`src/rtl/if_fetch_stage_if.sv`:
```
// Instruction-memory request/ready bus between the fetch stage and instruction memory.
interface if_fetch_stage_if;
    localparam int unsigned XLEN = 32;

    logic            imem_req;
    logic [XLEN-1:0] imem_addr;
    logic            imem_ready;
    logic [XLEN-1:0] imem_rdata;

    modport master (
        output imem_req,
        output imem_addr,
        input  imem_ready,
        input  imem_rdata
    );

    modport slave (
        input  imem_req,
        input  imem_addr,
        output imem_ready,
        output imem_rdata
    );
endinterface

```
`src/rtl/if_fetch_stage.sv`:
```
// Instruction-fetch stage: owns the PC, drives the imem handshake and loads the IF/ID
// register, handling freeze, branch redirect and redirects during an outstanding request.
module if_fetch_stage #(
    parameter logic [31:0] RESET_PC  = 32'h0000_0000,
    parameter logic [31:0] NOP_INSTR = 32'h0000_0000,
    parameter int unsigned PC_STEP   = 4
) (
    input  logic                    clk,
    input  logic                    rst,
    input  logic                    freeze,
    input  logic                    branch_taken,
    input  logic [31:0]             branch_address,
    if_fetch_stage_if.master        imem,
    output logic [31:0]             PC,
    output logic [31:0]             Instruction,
    output logic                    valid
);
    localparam int unsigned XLEN = 32;

    typedef enum logic [1:0] {
        START = 2'd0,
        FETCH = 2'd1,
        HOLD  = 2'd2,
        FLUSH = 2'd3
    } state_t;

    state_t          state;
    logic [XLEN-1:0] pc_reg;
    logic [XLEN-1:0] redir_pc;
    logic [XLEN-1:0] hold_pc;
    logic [XLEN-1:0] hold_instr;
    logic            req_q;
    logic [XLEN-1:0] pc_inc;

    // Address stays at pc_reg; pc_reg only moves on a completed or discarded response.
    assign pc_inc         = pc_reg + XLEN'(PC_STEP);
    assign imem.imem_req  = req_q;
    assign imem.imem_addr = pc_reg;

    always_ff @(posedge clk or negedge rst) begin
        if (!rst) begin
            state       <= START;
            pc_reg      <= RESET_PC;
            redir_pc    <= RESET_PC;
            hold_pc     <= '0;
            hold_instr  <= NOP_INSTR;
            req_q       <= 1'b0;
            PC          <= '0;
            Instruction <= NOP_INSTR;
            valid       <= 1'b0;
        end else begin
            // Bubble by default; a freeze holds IF/ID unless a branch overrides it.
            if (branch_taken || !freeze) begin
                PC          <= '0;
                Instruction <= NOP_INSTR;
                valid       <= 1'b0;
            end

            case (state)
                START: begin
                    if (branch_taken) begin
                        pc_reg <= branch_address;
                    end
                    state <= FETCH;
                    req_q <= 1'b1;
                end

                FETCH: begin
                    if (branch_taken) begin
                        if (imem.imem_ready) begin
                            pc_reg <= branch_address;
                        end else begin
                            redir_pc <= branch_address;
                            state    <= FLUSH;
                        end
                    end else if (imem.imem_ready) begin
                        pc_reg <= pc_inc;
                        if (!freeze) begin
                            PC          <= pc_inc;
                            Instruction <= imem.imem_rdata;
                            valid       <= 1'b1;
                        end else begin
                            hold_pc    <= pc_inc;
                            hold_instr <= imem.imem_rdata;
                            state      <= HOLD;
                            req_q      <= 1'b0;
                        end
                    end
                end

                HOLD: begin
                    if (branch_taken) begin
                        pc_reg <= branch_address;
                        state  <= FETCH;
                        req_q  <= 1'b1;
                    end else if (!freeze) begin
                        PC          <= hold_pc;
                        Instruction <= hold_instr;
                        valid       <= 1'b1;
                        state       <= FETCH;
                        req_q       <= 1'b1;
                    end
                end

                FLUSH: begin
                    // The stale response is absorbed here and never reaches IF/ID.
                    if (imem.imem_ready) begin
                        pc_reg <= branch_taken ? branch_address : redir_pc;
                        state  <= FETCH;
                    end else if (branch_taken) begin
                        redir_pc <= branch_address;
                    end
                end

                default: begin
                    state <= START;
                    req_q <= 1'b0;
                end
            endcase
        end
    end
endmodule

```
`src/flat_wrapper.sv`:
```
// flat-port wrapper written by rule: the top's interface ports become plain ports
module if_fetch_stage_flat 
#(
    parameter logic [31:0] RESET_PC  = 32'h0000_0000,
    parameter logic [31:0] NOP_INSTR = 32'h0000_0000,
    parameter int unsigned PC_STEP   = 4
)
  (clk, rst, freeze, branch_taken, branch_address, PC, Instruction, valid, imem_imem_req, imem_imem_addr, imem_imem_ready, imem_imem_rdata);
  if_fetch_stage_if imem_i ();
  input  logic clk;
  input  logic rst;
  input  logic freeze;
  input  logic branch_taken;
  input  logic [31:0] branch_address;
  output logic [31:0] PC;
  output logic [31:0] Instruction;
  output logic valid;
  output wire logic [$bits(imem_i.imem_req)-1:0] imem_imem_req;
  output wire logic [$bits(imem_i.imem_addr)-1:0] imem_imem_addr;
  input wire logic [$bits(imem_i.imem_ready)-1:0] imem_imem_ready;
  input wire logic [$bits(imem_i.imem_rdata)-1:0] imem_imem_rdata;
  assign imem_imem_req = imem_i.imem_req;
  assign imem_imem_addr = imem_i.imem_addr;
  assign imem_i.imem_ready = imem_imem_ready;
  assign imem_i.imem_rdata = imem_imem_rdata;
  if_fetch_stage #(.RESET_PC(RESET_PC), .NOP_INSTR(NOP_INSTR), .PC_STEP(PC_STEP)) u_core (.clk(clk), .rst(rst), .freeze(freeze), .branch_taken(branch_taken), .branch_address(branch_address), .imem(imem_i), .PC(PC), .Instruction(Instruction), .valid(valid));
endmodule
```
`config.mk`:
```
export PLATFORM = sky130hd
export DESIGN_NAME = if_fetch_stage_flat
export DESIGN_NICKNAME = d
export VERILOG_FILES = /design/src/rtl/if_fetch_stage_if.sv /design/src/rtl/if_fetch_stage.sv /design/src/flat_wrapper.sv
export SDC_FILE = /design/constraint.sdc
export NUM_CORES = 1
export LEC_CHECK = 0
export CELL_PAD_IN_SITES_DETAIL_PLACEMENT = 0
export CELL_PAD_IN_SITES_GLOBAL_PLACEMENT = 1
export CORE_MARGIN = 8
export CORE_UTILIZATION = 41
export CTS_CLUSTER_SIZE = 10
export DETAILED_ROUTE_END_ITERATION = 7
export PLACE_DENSITY_LB_ADDON = 0.1
export SETUP_SLACK_MARGIN = 0.02
export SKIP_CTS_REPAIR_TIMING = 1
export SLEW_MARGIN = 10
export SYNTH_ARGS = -nofsm -noshare
export SYNTH_HDL_FRONTEND = slang
export SYNTH_SLANG_ARGS = --single-unit
```
`constraint.sdc`:
```
create_clock -name clk -period 2.69 [get_ports clk]
set_input_delay 0.538 -clock clk [delete_from_list [all_inputs] [get_ports clk]]
set_output_delay 0.538 -clock clk [all_outputs]
set_load 0.02 [all_outputs]
```
==> flow_summary_export.csv <==
group,metric,value,unit
route,avgRoutedWirePerCell,19.79,um
route,vias_per_cell,5.586,
route,top_layer_used,"met4",
critical_path,cp_max_fo,10,
global_routing,antenna_found_initial,0,
critical_path,cp.arrival,2.73,ns
yosys,ys.flop_type,"dfrtp_1",
route,drc,0,
floorplanning,die_y,167.2,um
global_routing,track_usage,19.38,%
clock_network,cts_made_buffers,17,
yosys,synth_area_leaders,"dfrtp_1 (52%), mux2_2 (9.0%), o21ai_0 (6.2%), a22oi_1 (5.7%), nand2_1 (3.5%)",
yosys,yosys.area.top_type,"dfrtp_1",
route,firstDrtPassIters,5,
sta,hold_violations,0,
route,drt-initial-drc-count,619,
finish,antennaDiodeCount,0,
clock_network,cts_sinks,196,
critical_path,worstSetupPathType,"flop to flop",
critical_path,path_depth,6,
placement,dpl.hpwl,19.19,mm
finish,num-fill-cells,2037,
route,drtAntennaViolNets,0,
route,routed_wl,27.29,mm
critical_path,worst-path-buf-inv,0,
global_routing,grt_pass1_vias,7515,
clock_network,clk_path_buf_depth,2,
yosys,ys_seq_area_share,52.34,%
clock_network,clkLatencyLatePin,0.43,ns
finish,fin_area,0.01225,mm^2
finish,area_growth,30.69,%
yosys,yosysUniqueCellTypes,57,
sta,setup_violations,0,
sta,fmax,0.4114,GHz
power_and_ir_drop,p_leak,0.005019,uW
route,m1WireLength,13.14,mm
yosys,synth_top_area_share,52.34,%
critical_path,crit_path_end_kind,"flop",
sta,finalCritPeriodShare,90.35,%
route,dr_wl_met3,1.363,mm
global_routing,grt_max_degree,55,
power_and_ir_drop,ir_drop,531.4,uV
sta,skew,0.01522,ns
sta,rsz0062_at_grt,"no",
yosys,synthArstFlopShare,100.0,%
floorplanning,coreArea,0.02257,mm^2
finish,final_cell_mix,"dfrtp_1 (196), clkdlybuf4s50_1 (165), o21ai_0 (115)",
finish,multi_input_area,0.004093,mm^2
critical_path,worst_path_largest_cell_delay,0.60,ns
yosys,yosys_warnings,0,
sta,fin_ws,0.2595,ns
sta,period_needed,2.431,ns
floorplanning,row_count,55,
critical_path,startpoint_type,"flop",
worst_hold_path,hold_path.class,"input port to async pin",
finish,final_common_cell,"dfrtp_1",
clock_network,h-tree-depth,4,
route,vias,7703,
finish,drive_gt1_share,16.45,%
sta,worstMarginPinSlew,0.8492,ns
finish,register_area,0.004905,mm^2
yosys,syn-num-nets,988,
yosys,syn_inst,914,
yosys,synth_area_per_cell,10.25,um^2
power_and_ir_drop,powerDensity,1026,mW/mm^2
placement,gp_congestion,0.8231,
sta,slew_headroom,43.38,%
route,detailroute.wirelength.met2,12.50,mm
placement,placedInstanceArea,0.01166,mm^2
floorplanning,die_w,167.2,um
floorplanning,dieArea,0.02795,mm^2
yosys,synth-edff-count,0,
global_routing,grt_pass1_wl,43.49,mm
sta,fin_setup_tns,0,ns
floorplanning,ios,167,
outcome,status,"complete, no violations",
critical_path,crit_chain,"ha_1, nand4_2, or4_4, or3_4, xnor2_1, o21ai_0",
placement,port_buffers,166,
clock_network,cts_root_buf,"clkbuf_16",
floorplanning,start_util,41.52,%
global_routing,gr-total-overflow,0,
critical_path,reg2reg_depth,6,
placement,pre_cts_ws,0.08092,ns
sta,slew_viol_final,0,
finish,final_nets,1156,
critical_path,required,2.99,ns
yosys,syn-cell-area,0.009371,mm^2
run,max_cap_violations,0,
clock_network,cts_tree,"built",
clock_network,clk_pin_slew_worst_paths,0.07,ns
critical_path,critical_path.slowest_cell,"or4_4",
yosys,synth-seq-cells,196,
critical_path,cpLargestDelayFamily,"simple AND/OR/NAND/NOR gates",
## cell families (layout without fill, tap and decap cells)
family	count (synthesis)	count (layout)	synth area share, %
xor gates and xnor gates	21	21	1.963
buffers and inverters	105	285	4.446
muxes	80	80	9.546
DFF	196	196	52.34
and+or+nand+nor	191	191	9.626
AOI/OAI and AO/OA	316	316	21.42
adders and majority gates	5	5	0.6676
## cells in the mapped netlist, drive strengths merged, types with 3 or more instances
library cell	n
nor3	17
o21ai	116
mux2	75
clkbuf	59
a32oi	4
nand4	9
nand3	15
a221o	4
and3	4
a22o	6
or2	5
a221oi	11
o31ai	4
nand2	87
inv	33
mux2i	5
o22ai	10
buf	13
dfrtp	196
nor4	11
o31a	7
a22oi	71
o2bb2ai	4
or3	3
ha	5
xnor2	15
a21oi	42
xor2	6
o211ai	3
nor2	33
a222oi	3
a31oi	18
a211oi	3
## layer usage
layer  GRT usage [%]  vias to the layer above
li1                -                     3697
met1           27.71                     3763
met2           30.03                      223
met3           3.950                       20
met4           3.882                        0
met5               0                        -
## area by class of cell
type | count | area share [%]
Clock buffer | 18 | 3.504
Clock inverter | 13 | 1.328
Inverter | 33 | 1.011
Multi-Input combinational cell | 613 | 33.42
Sequential cell | 196 | 40.04
Tap cell | 285 | 2.911
Timing Repair Buffer | 221 | 17.79
## flip-flops by register name, indices dropped and copies added (netlist names)
| signal | count |
|---|---|
| u_core.Instruction | 32 |
| u_core.hold_pc | 32 |
| u_core.imem.imem_req | 1 |
| u_core.imem.imem_addr | 32 |
| u_core.state | 2 |
| u_core.hold_instr | 32 |
| u_core.redir_pc | 32 |
| u_core.PC | 32 |
| u_core.valid | 1 |
## through the flow
step	hold WS [ns]	total power, uW	utilization, %	instances
floorplan	0.2424	7831	-	914
global placement	0.4611	9956	51.64	1348
detailed placement	0.4692	10030	51.64	1348
CTS	0.07596	12680	54.26	1379
global route	0.09688	13360	54.26	1379
finish	0.07438	12560	54.26	1379
## final timing paths
check / start / to / slack (ns)
max: u_core.imem.imem_addr[3] / u_core.hold_pc[24] / 0.26
min reg2reg: u_core.Instruction[8] / u_core.Instruction[8] / 0.48
max in group asynchronous: rst / u_core.redir_pc[0] / 1.96
min: rst / u_core.Instruction[8] / 0.07
max reg2reg: u_core.imem.imem_addr[3] / u_core.hold_pc[24] / 0.26
min in group clk: u_core.Instruction[8] / u_core.Instruction[8] / 0.48
## power breakdown
part           internal, uW  total, uW  switching (uW)
registers              4010       4770             755
clock network          1400       2600            1190
logic                  2310       5200            2890
total                  7720      12600            4840
No activity file was read; power rests on OpenSTA's default activity.
